$ cat src/rtl/mmio_data_memory.sv
// Data RAM plus memory-mapped output, synchronised input and edge-status ports behind one
// decoder; a mode FSM hands the bus between CPU and programmer with a one-cycle guard.
module mmio_data_memory #(
  parameter int          RAM_WORDS = 64,
  parameter int          N_OPORT   = 4,
  parameter int          N_IPORT   = 4,
  parameter logic [31:0] IO_BASE   = 32'hFFFF_FF00
) (
  input  logic                  clk,
  input  logic                  reset,
  input  logic                  prg_mode,
  input  logic                  we,
  input  logic [31:0]           addr,
  input  logic [31:0]           wd,
  output logic [31:0]           rd,
  input  logic                  prg_we,
  input  logic [31:0]           prg_addr,
  input  logic [31:0]           prg_wd,
  output logic [31:0]           prg_rd,
  output logic                  prg_active,
  output logic [32*N_OPORT-1:0] oport,
  input  logic [32*N_IPORT-1:0] iport,
  output logic                  irq
);

  localparam int AW = $clog2(RAM_WORDS);

  typedef enum logic [1:0] {
    RUN  = 2'd0,
    SW2P = 2'd1,
    PRG  = 2'd2,
    SW2R = 2'd3
  } mode_t;

  mode_t          state_r;
  mode_t          state_s;

  logic [31:0]    mem_r   [RAM_WORDS];
  logic [31:0]    out_r   [N_OPORT];
  logic [31:0]    sync1_r [N_IPORT];
  logic [31:0]    sync2_r [N_IPORT];
  logic [31:0]    prev_r  [N_IPORT];
  logic [31:0]    edge_r  [N_IPORT];
  logic           edge_en_r;

  logic [31:0]    bus_addr_s;
  logic [31:0]    bus_wd_s;
  logic           bus_we_s;
  logic           io_s;
  logic [1:0]     region_s;
  logic [3:0]     idx_s;
  logic [AW-1:0]  ram_idx_s;
  logic           ram_we_s;
  logic [31:0]    read_s;
  logic [N_OPORT-1:0] out_we_s;
  logic [31:0]    clr_s   [N_IPORT];
  logic           irq_s;

  // Mode state register.
  always_ff @(posedge clk) begin
    if (reset) begin
      state_r <= RUN;
    end else begin
      state_r <= state_s;
    end
  end

  // Mode next-state: guard states always last exactly one cycle.
  always_comb begin
    state_s = state_r;
    case (state_r)
      RUN:     state_s = prg_mode ? SW2P : RUN;
      SW2P:    state_s = PRG;
      PRG:     state_s = prg_mode ? PRG : SW2R;
      SW2R:    state_s = RUN;
      default: state_s = RUN;
    endcase
  end

  // Bus owner mux; in guard states nothing reaches the decoder.
  always_comb begin
    bus_addr_s = 32'd0;
    bus_wd_s   = 32'd0;
    bus_we_s   = 1'b0;
    case (state_r)
      RUN: begin
        bus_addr_s = addr;
        bus_wd_s   = wd;
        bus_we_s   = we;
      end
      PRG: begin
        bus_addr_s = prg_addr;
        bus_wd_s   = prg_wd;
        bus_we_s   = prg_we;
      end
      default: begin
        bus_addr_s = 32'd0;
        bus_wd_s   = 32'd0;
        bus_we_s   = 1'b0;
      end
    endcase
  end

  assign io_s      = (bus_addr_s & ~32'h0000_00FF) == IO_BASE;
  assign region_s  = bus_addr_s[7:6];
  assign idx_s     = bus_addr_s[5:2];
  assign ram_idx_s = bus_addr_s[AW+1:2];
  assign ram_we_s  = bus_we_s && !io_s;

  // Read mux over RAM and the I/O window; unmapped offsets read zero.
  always_comb begin
    read_s = 32'd0;
    if (!io_s) begin
      read_s = mem_r[ram_idx_s];
    end else begin
      case (region_s)
        2'b00: for (int i = 0; i < N_OPORT; i++)
                 read_s = read_s | ((int'(idx_s) == i) ? out_r[i] : 32'd0);
        2'b01: for (int i = 0; i < N_IPORT; i++)
                 read_s = read_s | ((int'(idx_s) == i) ? sync2_r[i] : 32'd0);
        2'b10: for (int i = 0; i < N_IPORT; i++)
                 read_s = read_s | ((int'(idx_s) == i) ? edge_r[i] : 32'd0);
        2'b11:   read_s = (idx_s == 4'd0) ? {16'h0000, 8'(N_IPORT), 8'(N_OPORT)} : 32'd0;
        default: read_s = 32'd0;
      endcase
    end
  end

  // Per-port write strobes and W1C masks.
  always_comb begin
    for (int i = 0; i < N_OPORT; i++) begin
      out_we_s[i] = bus_we_s && io_s && (region_s == 2'b00) && (int'(idx_s) == i);
    end
    for (int i = 0; i < N_IPORT; i++) begin
      clr_s[i] = (bus_we_s && io_s && (region_s == 2'b10) && (int'(idx_s) == i)) ? bus_wd_s : 32'd0;
    end
  end

  // RAM write port; contents survive reset but reset still blocks the write.
  always_ff @(posedge clk) begin
    if (!reset && ram_we_s) begin
      mem_r[ram_idx_s] <= bus_wd_s;
    end
  end

  // Output port registers.
  always_ff @(posedge clk) begin
    if (reset) begin
      for (int i = 0; i < N_OPORT; i++) out_r[i] <= 32'd0;
    end else begin
      for (int i = 0; i < N_OPORT; i++) begin
        if (out_we_s[i]) out_r[i] <= bus_wd_s;
      end
    end
  end

  // Input synchronisers and rising-edge capture; a new set beats a same-cycle clear.
  always_ff @(posedge clk) begin
    if (reset) begin
      edge_en_r <= 1'b0;
      for (int i = 0; i < N_IPORT; i++) begin
        sync1_r[i] <= 32'd0;
        sync2_r[i] <= 32'd0;
        prev_r[i]  <= 32'd0;
        edge_r[i]  <= 32'd0;
      end
    end else begin
      edge_en_r <= 1'b1;
      for (int i = 0; i < N_IPORT; i++) begin
        sync1_r[i] <= iport[32*i +: 32];
        sync2_r[i] <= sync1_r[i];
        prev_r[i]  <= sync2_r[i];
        edge_r[i]  <= (edge_r[i] & ~clr_s[i]) |
                      (edge_en_r ? (sync2_r[i] & ~prev_r[i]) : 32'd0);
      end
    end
  end

  // Interrupt is the OR of every edge-status bit.
  always_comb begin
    irq_s = 1'b0;
    for (int i = 0; i < N_IPORT; i++) irq_s = irq_s | (|edge_r[i]);
  end

  for (genvar g = 0; g < N_OPORT; g++) begin : g_oport
    assign oport[32*g +: 32] = out_r[g];
  end

  assign irq        = irq_s;
  assign prg_active = (state_r == PRG);
  assign rd         = (state_r == RUN) ? read_s : 32'd0;
  assign prg_rd     = (state_r == PRG) ? read_s : 32'd0;

endmodule

$ cat config.mk
export PLATFORM = sky130hd
export DESIGN_NAME = mmio_data_memory
export DESIGN_NICKNAME = d
export VERILOG_FILES = /design/src/rtl/mmio_data_memory.sv
export SDC_FILE = /design/constraint.sdc
export NUM_CORES = 2
export LEC_CHECK = 0
export ABC_AREA = 1
export BUFFER_PORTS_ARGS = -buffer_cell sky130_fd_sc_hd__buf_2
export CORE_UTILIZATION = 40
export DETAILED_ROUTE_END_ITERATION = 6
export PLACE_DENSITY = 0.63
export SYNTH_ARGS = -nofsm -noshare
export SYNTH_HDL_FRONTEND = slang
export SYNTH_SLANG_ARGS = --single-unit
$ cat constraint.sdc
create_clock -name clk -period 9.05 [get_ports clk]
set_input_delay 0.905 -clock clk [delete_from_list [all_inputs] [get_ports clk]]
set_output_delay 0.905 -clock clk [all_outputs]
set_load 0.01 [all_outputs]
==> results.sh <==
export IMPL_syn_area_um2=114000
export IMPL_synth_top_area_share_pct=57.1
export IMPL_antenna_found_initial=44
export IMPL_cp_end_kind="output port"
export IMPL_ys_seq_area_share_pct=66.2
export IMPL_finClkSkew_ns=0.0380
export IMPL_grt_max_degree=177
export IMPL_track_usage_pct=25.1
export IMPL_cellPowerDensity_nw_per_um2=379
export IMPL_route_detailed_drc=3
export IMPL_arrival_ns=7.45
export IMPL_worstPathRequired_ns=8.15
export IMPL_viasPerCell=5.19
export IMPL_status="finished, violations left"
export IMPL_drtIter0Drc=10200
export IMPL_synthTopCellsByCount="nand2_1, edfxtp_1, inv_1"
export IMPL_gp_congestion=0.882
export IMPL_violations="design-rule violations"
export IMPL_avgSynthCellArea_um2=9.72
export IMPL_ant_nets=0
export IMPL_synth_edf_count=2176
export IMPL_tns_ns=0
export IMPL_die_y_um=537
export IMPL_rsz0062_at_grt="no"
export IMPL_nets=12400
export IMPL_grt_overflow=0
export IMPL_dp_slack_ns=1.98
export IMPL_ff2ff_setup_slack_ns=1.85
export IMPL_synthCells=11800
export IMPL_worst_slack_ns=0.696
export IMPL_synth_nets=12000
export IMPL_yosys_area_top_type="edfxtp_1"
export IMPL_fmax_mhz=120
export IMPL_worst_pin_slew_ns=1.28
export IMPL_period_share_pct=92.3
export IMPL_vias=83300
export IMPL_critPathKind="flip-flop to output port"
export IMPL_cts_resized=0
export IMPL_dr_pass1_iters=7
export IMPL_post_cts_setup_buffer_count=0
export IMPL_fill_cells=26200
export IMPL_grt_pass1_vias=74300
export IMPL_yosysUniqueCellTypes=39
export IMPL_cts_clk_slew_worst_paths_ns=0.06
export IMPL_die_area_um2=288000
export IMPL_synth_area_top_cells="edfxtp_1, nand2_1, dfxtp_1"
export IMPL_ys_seq_elements=2691
export IMPL_insertion_delay_ns=0.93
export IMPL_relSlewSlack_pct=14.6
export IMPL_async_flop_share_pct=0
export IMPL_clock_sinks=2691
export IMPL_wire_per_inst_um=23.0
export IMPL_final_hold_violation_count=0
export IMPL_core_area_um2=283000
export IMPL_start_util_pct=40.4
export IMPL_slew_violations=0
export IMPL_vdd_drop_max_uv=483
export IMPL_portBuffers=450
export IMPL_cp_max_fo=33
export IMPL_cts_buffers=291
export IMPL_place_hpwl_um=222000
export IMPL_syn2layout_area_growth_pct=13.6
export IMPL_routed_wl_um=368000
export IMPL_dieWidth_um=537
export IMPL_pin_count=455
export IMPL_cts_hold_buf=0
export IMPL_leakagePower_nw=54.6
export IMPL_cap_violations=0
export IMPL_grt_pass1_wl_um=523000
export IMPL_cts_tree="built"
export IMPL_rows=195
export IMPL_layout_drive_gt1_share_pct=9.80
export IMPL_cts_max_path_buffers=4
export IMPL_crit_path_start_kind="flip-flop"
export IMPL_synth_flop_cell="edfxtp_1"
export IMPL_min_period_ns=8.35
export IMPL_yosysWarningCount=0
export IMPL_synth_most_common_cell="nand2_1"
export IMPL_hold_path_class="input port to flip-flop"
export IMPL_cts_root_buf="clkbuf_16"
export IMPL_finalSetupViolCount=0
export IMPL_htreeDepth=5
## path summary, 6_finish.rpt
check                  from             end  cells after the start
max              state_r[0]          rd[10]                     11
min               iport[19]  sync1_r[0][19]                      3
max reg2reg      state_r[0]    mem_r[54][3]                      9
min reg2reg  sync1_r[3][12]  sync2_r[3][12]                      2
## stage by stage
step	utilization (%)	total power [W]	hold WS [ns]	instances	instance area (um2)
final	45.9	0.0492	0.165	16100	130000
after CTS	45.8	0.0489	0.121	16000	130000
after floorplan	-	0.0282	0.388	11800	114000
after global routing	45.8	0.0511	0.137	16000	130000
after global placement	42.7	0.0377	0.393	15500	121000
after detailed placement	42.7	0.0378	0.392	15500	121000
## logic make-up after synthesis
| group | after synthesis | share of synthesized area (%) |
|---|---|---|
| flip-flops | 2691 | 66.2 |
| AO/OA/AOI/OAI | 865 | 3.88 |
| XOR/XNOR | 1 | 0.00766 |
| AND/OR/NAND/NOR | 6101 | 22.7 |
| adder cells (fa/ha/maj) | 3 | 0.0328 |
| buffers and inverters | 2105 | 7.26 |
## cell usage in the layout, fill, tap and decap left out, types with 5 or more instances in the layout
cell       Yosys  final
clkbuf_1     278     73
buf_2        251    449
clkbuf_16      0    302
edfxtp_1    2176   2176
nor4_1        34     34
clkinv_2       0     36
inv_6          0      7
nand3b_1     528    528
nand4_1       70     70
nor2_1      1014    948
bufinv_16      0      9
clkbuf_8       0     14
nor2_4         3     69
dfxtp_1      515    514
clkinv_1       2     51
o21ai_0      612    609
o21bai_1      23     23
buf_4         19    188
nand2_2        5      5
inv_2          5     35
o211ai_1       9      9
buf_12         0     21
a21oi_1      118    118
nand2_1     3931   3927
nand3_1      473    469
or2_2         27     27
inv_1       1465   1432
o21ai_1       95     95
diode_2        0     20
nand3_2        1      5
## state kept, by name, summed over array words and instances (netlist names)
signal / count
edge_en_r: 1
edge_r: 128
mem_r: 2048
out_r: 128
prev_r: 128
state_r: 2
sync1_r: 128
sync2_r: 128
## layout make-up
class                   count  area (um2)  share of cell area (%)
flip-flops and latches   2691       75700                    58.2
multi-input cells        6970       31100                    23.9
clock buffers             391        8040                    6.19
inverters                1473        5560                    4.28
well taps                3743        4680                    3.61
repair buffers            659        4090                    3.15
clock inverters           105         727                   0.560
diodes                     20        50.0                  0.0385
## critical path: stages (launching register included)
cell and delay, ns:
dfxtp_1 0.30, inv_1 0.17, ha_4 0.54, clkinv_1 0.86, o22ai_1 0.90, nand3_1 0.66, inv_1 1.14, a21oi_1 0.35
nand3_1 0.28, nand3_1 0.22, a21oi_1 0.76, buf_2 0.27
## report_power, final
group / total, W / leakage [nW] / switching, W / internal (W)
clock network: 0.0112 / 4.30 / 0.00478 / 0.00646
registers: 0.0159 / 24.2 / 0.0000841 / 0.0158
logic: 0.0220 / 26.1 / 0.0176 / 0.00448
total: 0.0492 / 54.6 / 0.0224 / 0.0268
## routing by layer
metal / track usage [%] / vias to the layer above / routed length (um)
met1: 34.7 / 39900 / 150000
met3: 5.03 / 704 / 37300
met2: 37.8 / 4093 / 163000
met4: 11.8 / 2 / 18100
met5: 0 / - / 13
li1: - / 38500 / -
(Power assumes the default switching activity.)
